File: src/rtl/branch_resolve_unit.sv
`default_nettype none
// ============================================================================
// Module   : branch_resolve_unit
// Desc     : EX-stage branch resolution with held redirect handshake, timed
//            wrong-path flush and wrapping branch statistics counters.
// Revision : 1.0  initial release
// ============================================================================
module branch_resolve_unit #(
    parameter int unsigned FLUSH_CYCLES = 2,
    parameter int unsigned CNT_W        = 32
) (
    input  logic             clk,
    input  logic             rst_n,
    input  logic             ex_valid,
    input  logic [2:0]       ex_br_op,
    input  logic             zero,
    input  logic [31:0]      ex_pc_plus4,
    input  logic [31:0]      ex_offset,
    input  logic [25:0]      ex_index,
    input  logic [31:0]      ex_jr_target,
    input  logic             redirect_ready,
    output logic             redirect_valid,
    output logic [31:0]      redirect_pc,
    output logic             flush,
    output logic             stall_ex,
    output logic [CNT_W-1:0] br_cnt,
    output logic [CNT_W-1:0] taken_cnt
);

    typedef enum logic [1:0] {
        ST_IDLE     = 2'd0,
        ST_REDIRECT = 2'd1,
        ST_FLUSH    = 2'd2
    } state_t;

    localparam logic [2:0] c_op_beq     = 3'b001;
    localparam logic [2:0] c_op_bne     = 3'b010;
    localparam logic [2:0] c_op_j       = 3'b011;
    localparam logic [2:0] c_op_jr      = 3'b100;
    localparam logic [3:0] c_flush_init = 4'(FLUSH_CYCLES - 1);

    state_t            r_state;
    state_t            w_state_nxt;
    logic [31:0]       r_redirect_pc;
    logic [31:0]       w_redirect_pc_nxt;
    logic [3:0]        r_flush_cnt;
    logic [3:0]        w_flush_cnt_nxt;
    logic [CNT_W-1:0]  r_br_cnt;
    logic [CNT_W-1:0]  w_br_cnt_nxt;
    logic [CNT_W-1:0]  r_taken_cnt;
    logic [CNT_W-1:0]  w_taken_cnt_nxt;

    logic              w_is_cond;
    logic              w_taken;
    logic [31:0]       w_target;

    // Decode: reserved opcodes fall into the default arm and act as "none".
    always_comb begin
        w_is_cond = 1'b0;
        w_taken   = 1'b0;
        w_target  = ex_pc_plus4 + (ex_offset << 2);
        case (ex_br_op)
            c_op_beq: begin
                w_is_cond = 1'b1;
                w_taken   = zero;
            end
            c_op_bne: begin
                w_is_cond = 1'b1;
                w_taken   = ~zero;
            end
            c_op_j: begin
                w_taken  = 1'b1;
                w_target = {ex_pc_plus4[31:28], ex_index, 2'b00};
            end
            c_op_jr: begin
                w_taken  = 1'b1;
                w_target = ex_jr_target;
            end
            default: begin
                w_is_cond = 1'b0;
                w_taken   = 1'b0;
            end
        endcase
    end

    always_comb begin
        w_state_nxt       = r_state;
        w_redirect_pc_nxt = r_redirect_pc;
        w_flush_cnt_nxt   = r_flush_cnt;
        w_br_cnt_nxt      = r_br_cnt;
        w_taken_cnt_nxt   = r_taken_cnt;
        case (r_state)
            ST_IDLE: begin
                if (ex_valid) begin
                    if (w_is_cond) begin
                        w_br_cnt_nxt = r_br_cnt + CNT_W'(1);
                        if (w_taken) begin
                            w_taken_cnt_nxt = r_taken_cnt + CNT_W'(1);
                        end
                    end
                    if (w_taken) begin
                        w_redirect_pc_nxt = w_target;
                        w_state_nxt       = ST_REDIRECT;
                    end
                end
            end
            ST_REDIRECT: begin
                // Target stays frozen until fetch takes it.
                if (redirect_ready) begin
                    w_flush_cnt_nxt = c_flush_init;
                    w_state_nxt     = ST_FLUSH;
                end
            end
            ST_FLUSH: begin
                if (r_flush_cnt == 4'd0) begin
                    w_state_nxt = ST_IDLE;
                end else begin
                    w_flush_cnt_nxt = r_flush_cnt - 4'd1;
                end
            end
            default: begin
                w_state_nxt = ST_IDLE;
            end
        endcase
    end

    always_ff @(posedge clk or negedge rst_n) begin
        if (!rst_n) begin
            r_state       <= ST_IDLE;
            r_redirect_pc <= 32'd0;
            r_flush_cnt   <= 4'd0;
            r_br_cnt      <= '0;
            r_taken_cnt   <= '0;
        end else begin
            r_state       <= w_state_nxt;
            r_redirect_pc <= w_redirect_pc_nxt;
            r_flush_cnt   <= w_flush_cnt_nxt;
            r_br_cnt      <= w_br_cnt_nxt;
            r_taken_cnt   <= w_taken_cnt_nxt;
        end
    end

    // Handshake/flush outputs decode straight from state so reset clears them at once.
    assign redirect_valid = (r_state == ST_REDIRECT);
    assign redirect_pc    = r_redirect_pc;
    assign flush          = (r_state == ST_FLUSH);
    assign stall_ex       = (r_state != ST_IDLE);
    assign br_cnt         = r_br_cnt;
    assign taken_cnt      = r_taken_cnt;

endmodule
`default_nettype wire

File: config.mk
export PLATFORM = sky130hd
export DESIGN_NAME = branch_resolve_unit
export DESIGN_NICKNAME = d
export VERILOG_FILES = /design/src/rtl/branch_resolve_unit.sv
export SDC_FILE = /design/constraint.sdc
export NUM_CORES = 1
export LEC_CHECK = 0
export ABC_AREA = 1
export BUFFER_PORTS_ARGS = -buffer_cell sky130_fd_sc_hd__buf_2
export CAP_MARGIN = 0
export CELL_PAD_IN_SITES_DETAIL_PLACEMENT = 0
export CELL_PAD_IN_SITES_GLOBAL_PLACEMENT = 1
export CORE_MARGIN = 2
export CORE_UTILIZATION = 26
export DETAILED_ROUTE_END_ITERATION = 10
export GPL_ROUTABILITY_DRIVEN = 1
export PLACE_DENSITY_LB_ADDON = 0.1
export SYNTH_ARGS = -nofsm -noshare
export SYNTH_HDL_FRONTEND = slang
export SYNTH_SLANG_ARGS = --single-unit
File: constraint.sdc
create_clock -name clk -period 2.5 [get_ports clk]
set_input_delay 0.5 -clock clk [delete_from_list [all_inputs] [get_ports clk]]
set_output_delay 0.5 -clock clk [all_outputs]
set_load 0.05 [all_outputs]
==> reports/results.md, run 1 <==
| Quantity | Value |
| --- | --- |
| Result of the run | completed |
| Worst-case headroom to the max-slew limit | 59.6% |
| Fraction of the mapped netlist area in compound gates | 9.10% |
| Antenna violations before repair | 2 |
| Pin count of the biggest net entering global routing | 54 |
| Die H | 179 um |
| Type of the most critical hold path | in -> async |
| Post-synthesis sequential area ratio | 32.2% |
| Total routing usage reported by global routing | 18.0% |
| Proportion of netlist area held by the largest area contributor | 32.2% |
| Startpoint of the worst-slack reg-to-reg timing path | br_cnt[0] |
| Most common cell after layout, fill and taps aside | sky130_fd_sc_hd__nand2_1 |
| Number of max-slew violations in the final report | 0 |
| Mux contribution to synthesized area | 0% |
| Last element of the critical path | redirect_pc[18] |
| Reg2reg setup slack | 0.48 ns |
| Adder and majority cell fraction of the synthesized area | 5.30% |
| Commonest cells after routing, fill and taps aside | 346 x sky130_fd_sc_hd__nand2_1, 225 x sky130_fd_sc_hd__buf_2, 168 x sky130_fd_sc_hd__inv_1, 136 x sky130_fd_sc_hd__nor2_1, 102 x sky130_fd_sc_hd__dfrtp_1 |
| Hold Fails Final Rpt | 0 |
| Initial standard-cell utilization of the core | 26.6% |
| Floorplan Core Area | 29,900 sq um |
| Number of nets in the synthesized netlist | 1,322 |
| Net total in the final layout | 1,564 |
| Share of synthesized registers carrying an async set or reset | 100% |
| Clock root cell | sky130_fd_sc_hd__clkbuf_16 |
| IO Port Bufs | 226 |
| Mean instance size in the synthesized netlist | 6.85 sq um |
| Largest family of logic cells by synthesized area | simple AND/OR/NAND/NOR gates |
| Slew at the pin closest to its max-slew limit | 0.605 ns |
| Unrepaired setup endpoints after global routing | false |
| Layout Skew | 0.0114 ns |
| Synth-to-Final Area Change | 25.6% |
| Final routed DRC violation total | 0 |
| Total inserted antenna cells | 0 |
| Leakage | 5.45 nW |
| Max Freq | 0.494 GHz |
| Syn. warnings | 0 |
| Post-layout minimum cycle time | 2.03 ns |
| Final estimated routing congestion in global placement | 0.800 |
| Number of endpoints failing setup at the final stage | 0 |
| Type of the worst setup path | in -> reg |
| Chip Width | 179 um |
| Sink Count | 102 |
| Number of max-capacitance violations reported | 0 |
| Clock-pin slew on the worst setup and hold paths | 0.08 ns |
| Fraction of layout cells with a size suffix above 1 | 22.9% |
| Required time of the critical path | 2.78 ns |
| Number of detailed-routing iterations run before antenna repair | 5 |
| GRT overflow | 0 |
| Largest cells by area after synthesis | sky130_fd_sc_hd__dfrtp_1 32%, sky130_fd_sc_hd__nand2_1 16%, sky130_fd_sc_hd__inv_1 7.9% |
| Worst Setup Start Kind | input pin |
| Level count of the clock H-tree | 3 |
| Data arrival time of the worst path | 2.30 ns |
| Pwr Density | 741 nW/um^2 |
| Final design utilization | 33.4% |
| Number of buffers created by CTS | 9 |
| Hold Buf Count CTS | 0 |
| IR Drop Worst-Case VDD | 0.000468 V |
| Vias in the first global route | 8,102 |
| Via density per instance | 4.46 |
| Final worst-path cycle share | 81.0% |
| Total Power Consumption | 7.38 mW |
| Top_reg_cell synth | sky130_fd_sc_hd__dfrtp_1 |
| First-pass GRT wire length | 44.4 mm |
| Routed wirelength normalized by instance count | 15.6 um |
| Clock Path Buffers | 2 |
| Kind of capture point of the worst setup path | flop |
| Synth Instances | 1,159 |
| Post-synthesis xor/xnor area fraction | 6.83% |
| Die ar. | 31,900 sq um |
| Register bit total from synthesis | 102 |
| Clock latency of the later-clocked register in the worst-skew pair | 0.36 ns |
| Cell taking the most area after synthesis | sky130_fd_sc_hd__dfrtp_1 |
| Total setup buffers inserted after CTS | 0 |
| Count of routing violations after the opening detailed-route iteration | 307 |
| Count of distinct cell types in the synthesized netlist | 48 |
| Via count | 8,014 |
| Final wirelength | 28.0 mm |
| EDFF count, synth | 0 |
| Ports | 229 |
| Final ANT Viol Nets | 0 |
| CTS resizes | 0 |
| Cell area after technology mapping | 7940 sq um |
| Depth of the worst register-to-register path | 9 |
| Worst Path Max Fanout | 5 |
| Final setup TNS | 0 ns |
| CTS tree | built |
| Origin of the worst setup path | ex_pc_plus4[2] |
| Number of filler cells placed in the layout | 3,365 |
| Simple-gate share of the synthesized area | 36.8% |
| Terminus of the critical flop-to-flop path | br_cnt[28] |
| DP HPWL | 22.9 mm |
| Placement row count | 63 |
## layout make-up
class / instances / area [sq um] / area share [%]
multi-input cells: 862 / 4610 / 46.2
inverters: 176 / 662 / 6.64
clock buffers: 9 / 225 / 2.26
well taps: 390 / 488 / 4.90
clock inverters: 7 / 92.6 / 0.929
flip-flops and latches: 102 / 2550 / 25.6
repair buffers: 250 / 1340 / 13.4
## worst max-delay path, stage by stage
cell and delay, ns:
sky130_fd_sc_hd__buf_2 0.08, sky130_fd_sc_hd__ha_1 0.16, sky130_fd_sc_hd__inv_1 0.06, sky130_fd_sc_hd__fa_1 0.39, sky130_fd_sc_hd__inv_1 0.09, sky130_fd_sc_hd__nand3_1 0.06, sky130_fd_sc_hd__nand3_1 0.19, sky130_fd_sc_hd__nand2_1 0.12
sky130_fd_sc_hd__a21oi_1 0.23, sky130_fd_sc_hd__nor3_1 0.07, sky130_fd_sc_hd__nand3b_1 0.22, sky130_fd_sc_hd__a21oi_1 0.15
## state kept, by name, summed over array words and instances (netlist names)
name         flops
br_cnt          32
r_flush_cnt      4
taken_cnt       32
r_state          2
redirect_pc     32
## power breakdown
part           switching (mW)  internal [mW]
registers               0.353           2.05
clock network           0.736          0.804
logic                    2.55          0.886
## kinds of logic after synthesis
kind of cell | count (synthesis)
xor+xnor | 61
flops | 102
buf+inv | 195
fa+ha+maj | 33
compound gates | 113
simple gates | 655
## stage by stage
stage	instances	cell area, sq um	hold WS [ns]	worst slack (ns)
4_1_cts	1796	9960	0.0999	0.443
3_3_place_gp	1780	9650	0.470	0.129
5_1_grt	1796	9960	0.110	0.188
6_report	1796	9960	0.0960	0.474
3_5_place_dp	1780	9650	0.466	0.118
2_1_floorplan	1159	7940	0.204	0.439
## worst min path at each step
stage | startpoint | end | slack (ns) | depth (start not counted)
final | rst_n | br_cnt[17] | 0.1 | 1
after global routing | rst_n | br_cnt[17] | 0.11 | 1
after CTS | rst_n | br_cnt[17] | 0.1 | 1
after detailed placement | redirect_pc[3] | redirect_pc[3] | 0.47 | 2
after global placement | redirect_pc[3] | redirect_pc[3] | 0.47 | 2
after floorplan | rst_n | br_cnt[0] | 0.20 | 0
## routing by layer
metal,routed length (um),part of all wire (%),track usage (%)
met5,21,0.075,0
met2,11900,43,28.5
met3,1680,6.0,3.58
met1,14200,51,25.8
met4,163,0.58,2.54
## synthesized netlist by cell type (2+ instances only)
library cell	instances
sky130_fd_sc_hd__nand3b_1	8
sky130_fd_sc_hd__o21ai_1	3
sky130_fd_sc_hd__dfrtp_1	102
sky130_fd_sc_hd__xor2_1	39
sky130_fd_sc_hd__o21bai_1	4
sky130_fd_sc_hd__nand2_1	346
sky130_fd_sc_hd__a211oi_1	21
sky130_fd_sc_hd__nor2_2	2
sky130_fd_sc_hd__buf_4	2
sky130_fd_sc_hd__a21oi_2	3
sky130_fd_sc_hd__o21a_1	2
sky130_fd_sc_hd__nor2_4	7
sky130_fd_sc_hd__a41oi_1	2
sky130_fd_sc_hd__o21ai_0	19
sky130_fd_sc_hd__inv_1	168
sky130_fd_sc_hd__nor2_1	136
sky130_fd_sc_hd__nor3b_1	2
sky130_fd_sc_hd__ha_1	32
sky130_fd_sc_hd__inv_2	7
sky130_fd_sc_hd__a21oi_1	43
sky130_fd_sc_hd__nand3_2	5
sky130_fd_sc_hd__a31oi_1	6
sky130_fd_sc_hd__nor3_1	34
sky130_fd_sc_hd__a21o_1	2
sky130_fd_sc_hd__xnor2_1	21
sky130_fd_sc_hd__nor2_8	2
sky130_fd_sc_hd__clkbuf_1	8
sky130_fd_sc_hd__nand2_4	5
sky130_fd_sc_hd__o31ai_1	2
sky130_fd_sc_hd__nand2_2	6
sky130_fd_sc_hd__nand3_1	63
sky130_fd_sc_hd__nand4_1	21
sky130_fd_sc_hd__nor4_1	4
sky130_fd_sc_hd__buf_2	5
sky130_fd_sc_hd__buf_6	4
sky130_fd_sc_hd__a41oi_2	4
sky130_fd_sc_hd__or2_2	8
Note: power is estimated with default switching activity, not from simulation.
==> run 2, diff against run 1 <==
ABC_AREA = 0   (was 1)
clock period = 1.9 ns   (was 2.5 ns; I/O delays follow)
==> reports/results.md, run 2 <==
| Quantity | Value |
| --- | --- |
| Clock-pin slew on the worst setup and hold paths | 0.08 ns |
| Number of max-capacitance violations reported | 0 |
| Pre-CTS setup slack | -0.826 ns |
| First-pass GRT wire length | 34.4 mm |
| Sink Count | 102 |
| IO Port Bufs | 226 |
| Relative contribution of sequential cells to total power | 32.1% |
| Placed cell area | 9040 sq um |
| Pwr Density | 940 nW/um^2 |
| Worst-case headroom to the max-slew limit | 73.1% |
| Final design utilization | 41.6% |
| Proportion of netlist area held by the largest area contributor | 40.7% |
| Leakage | 4.82 nW |
| Final ANT Viol Nets | 0 |
| Pin count of the biggest net entering global routing | 43 |
| Failing checks | setup timing |
| Result of the run | finished with violations |
| Routed wirelength normalized by instance count | 15.5 um |
| Worst Path Max Fanout | 3 |
| Most common cell after layout, fill and taps aside | sky130_fd_sc_hd__buf_2 |
| Floorplan Core Area | 23,500 sq um |
| Synth-to-Final Area Change | 56.2% |
| Most numerous cell in the Yosys netlist | sky130_fd_sc_hd__dfrtp_1 |
| Clock latency of the later-clocked register in the worst-skew pair | 0.36 ns |
| Top cells by instance count after synthesis | 102 x sky130_fd_sc_hd__dfrtp_1, 73 x sky130_fd_sc_hd__nand2_1, 71 x sky130_fd_sc_hd__nor2_1 |
| Most frequent cell on the critical path | sky130_fd_sc_hd__a31oi_4 |
| Number of detailed-routing iterations run before antenna repair | 4 |
| Placement row count | 56 |
| Clock Path Buffers | 2 |
| Total Power Consumption | 9.21 mW |
| Cell area after technology mapping | 6270 sq um |
| Part of the total power dissipated in combinational logic | 47.9% |
| Count of distinct cell types in the synthesized netlist | 52 |
| Final routed DRC violation total | 0 |
| Number of buffers created by CTS | 9 |
| Die ar. | 25,400 sq um |
| Slew at the pin closest to its max-slew limit | 0.400 ns |
| Cell taking the most area after synthesis | sky130_fd_sc_hd__dfrtp_1 |
| Top_reg_cell synth | sky130_fd_sc_hd__dfrtp_1 |
| Type of the most critical hold path | in -> reg |
| Share of synthesized registers carrying an async set or reset | 100% |
| Post-synthesis sequential area ratio | 40.7% |
| Number of endpoints failing setup at the final stage | 23 |
| Clock root cell | sky130_fd_sc_hd__clkbuf_16 |
| Final worst-path cycle share | 117% |
| Slowest CP cell | sky130_fd_sc_hd__fa_2 |
| Die H | 159 um |
| Internal power component | 5.00 mW |
| Setup slack after layout | -0.329 ns |
| Clock network fraction of design power | 20.0% |
| Switching Power | 4.21 mW |
| Longest individual stage delay on the worst path | 0.32 ns |
| Level count of the clock H-tree | 3 |
| Final estimated routing congestion in global placement | 0.803 |
| Syn. warnings | 0 |
| Chip Width | 159 um |
| Total inserted antenna cells | 0 |
| Fraction of layout cells with a size suffix above 1 | 46.3% |
| Total routing usage reported by global routing | 17.0% |
| Number of nets in the synthesized netlist | 851 |
| Initial standard-cell utilization of the core | 26.6% |
| Data arrival time of the worst path | 2.47 ns |
| Ports | 229 |
| Filler-free cell count of the finished design | 1,381 |
| Final instance area | 9790 sq um |
| Cell count after placement | 1,349 |
| Count of routing violations after the opening detailed-route iteration | 319 |
| Layout Skew | 0.0126 ns |
| Antenna violations before repair | 1 |
| Max Freq | 0.449 GHz |
| Launch point of the worst hold path | redirect_ready |
| Cells along the critical path | buf_8, ha_4, inv_2, fa_2, and2b_1, o211ai_1, buf_4, a31oi_4, a31oi_4, buf_6, nor4_4, nand2b_1, xnor2_1, o22ai_1 |
| Commonest cells after routing, fill and taps aside | 221 x sky130_fd_sc_hd__buf_2, 144 x sky130_fd_sc_hd__buf_4, 85 x sky130_fd_sc_hd__dfrtp_1, 64 x sky130_fd_sc_hd__nand2_1, 59 x sky130_fd_sc_hd__nor2_1 |
| Final wirelength | 21.4 mm |
| Vias in the first global route | 6,511 |
| Startpoint of the worst-slack reg-to-reg timing path | r_state[0] |
| Register bit total from synthesis | 102 |
| Hold Fails Final Rpt | 0 |
| Via count | 6,345 |
| Worst path top cell family by delay | simple AND/OR/NAND/NOR gates |
| IR Drop Worst-Case VDD | 0.000502 V |
| Net total in the final layout | 1,221 |
| Type of the worst setup path | in -> reg |
| Number of max-slew violations in the final report | 0 |
| DP HPWL | 17.0 mm |
| Required time of the critical path | 2.14 ns |
| Synth Instances | 688 |
| GRT overflow | 0 |
| CTS tree | built |
| Worst Setup Start Kind | input pin |
| Sum of buffers and inverters on the critical path | 4 |
| Origin of the worst setup path | ex_offset[0] |
| Kind of capture point of the worst setup path | flop |
| Post-layout minimum cycle time | 2.23 ns |
| Sw frac | 45.7% |
| Unrepaired setup endpoints after global routing | true |
| Via density per instance | 4.59 |
| EDFF count, synth | 0 |
| Mean instance size in the synthesized netlist | 9.11 sq um |
| Largest cells by area after synthesis | sky130_fd_sc_hd__dfrtp_1 41%, sky130_fd_sc_hd__xnor2_1 8.4%, sky130_fd_sc_hd__ha_1 6.4% |
-- run 2: final cells by class --
| cell class | count | area [sq um] |
|---|---|---|
| well taps | 319 | 399 |
| inverters | 17 | 63.8 |
| flip-flops and latches | 102 | 2570 |
| clock inverters | 6 | 56.3 |
| fillers | 2439 | 13700 |
| multi-input cells | 544 | 4030 |
| repair buffers | 384 | 2440 |
| clock buffers | 9 | 225 |
-- run 2: kinds of logic after synthesis --
family | Yosys count | share of synthesized area [%]
AOI/OAI and AO/OA | 161 | 16.9
DFF | 102 | 40.7
adders and majority gates | 33 | 6.70
xor gates and xnor gates | 86 | 12.0
buffers and inverters | 42 | 2.55
and+or+nand+nor | 259 | 20.3
muxes | 5 | 0.838
-- run 2: per-stage QoR --
stage / setup TNS [ns] / hold slack (ns)
2_1_floorplan: -4.81 / 0.0844
3_3_place_gp: -15.14 / 0.350
3_5_place_dp: -15.21 / 0.348
4_1_cts: -4.62 / 0.225
5_1_grt: -8.59 / 0.243
6_report: -4.89 / 0.242
-- run 2: power groups by stage --
stage | clock (mW) | sequential, mW | combinational (mW)
final | 1.84 | 2.96 | 4.41
after floorplan | 0 | 4.42 | 1.39
after global placement | 0 | 2.98 | 4.28
after detailed placement | 0 | 2.99 | 4.28
after CTS | 1.91 | 2.96 | 4.35
after global routing | 2.02 | 3.03 | 4.74
-- run 2: per-layer routing --
| metal | up-vias | global-route usage (%) | wire (um) |
|---|---|---|---|
| li1 | 3221 | - | - |
| met5 | - | 0 | 13 |
| met2 | 150 | 28.2 | 9970 |
| met1 | 2949 | 22.8 | 10200 |
| met4 | 2 | 4.83 | 413 |
| met3 | 23 | 2.81 | 802 |
-- run 2: worst paths after layout --
check / end / slack, ns / cells after the start
min: r_state[0] / 0.24 / 2
min in group asynchronous: br_cnt[22] / 0.51 / 2
max reg2reg: taken_cnt[10] / 0.07 / 9
max in group asynchronous: taken_cnt[11] / 0.80 / 3
min reg2reg: taken_cnt[31] / 0.46 / 1
max: redirect_pc[22] / -0.33 / 14
-- run 2: what timing repair did --
item / CTS / global route
resized for setup: 20 / 49
endpoints found under the hold margin: 26 / 0
hold buffers: 1 / 0
pin swaps: 22 / 44
setup buffers: 7 / 11
endpoints found under the setup margin: 48 / 50
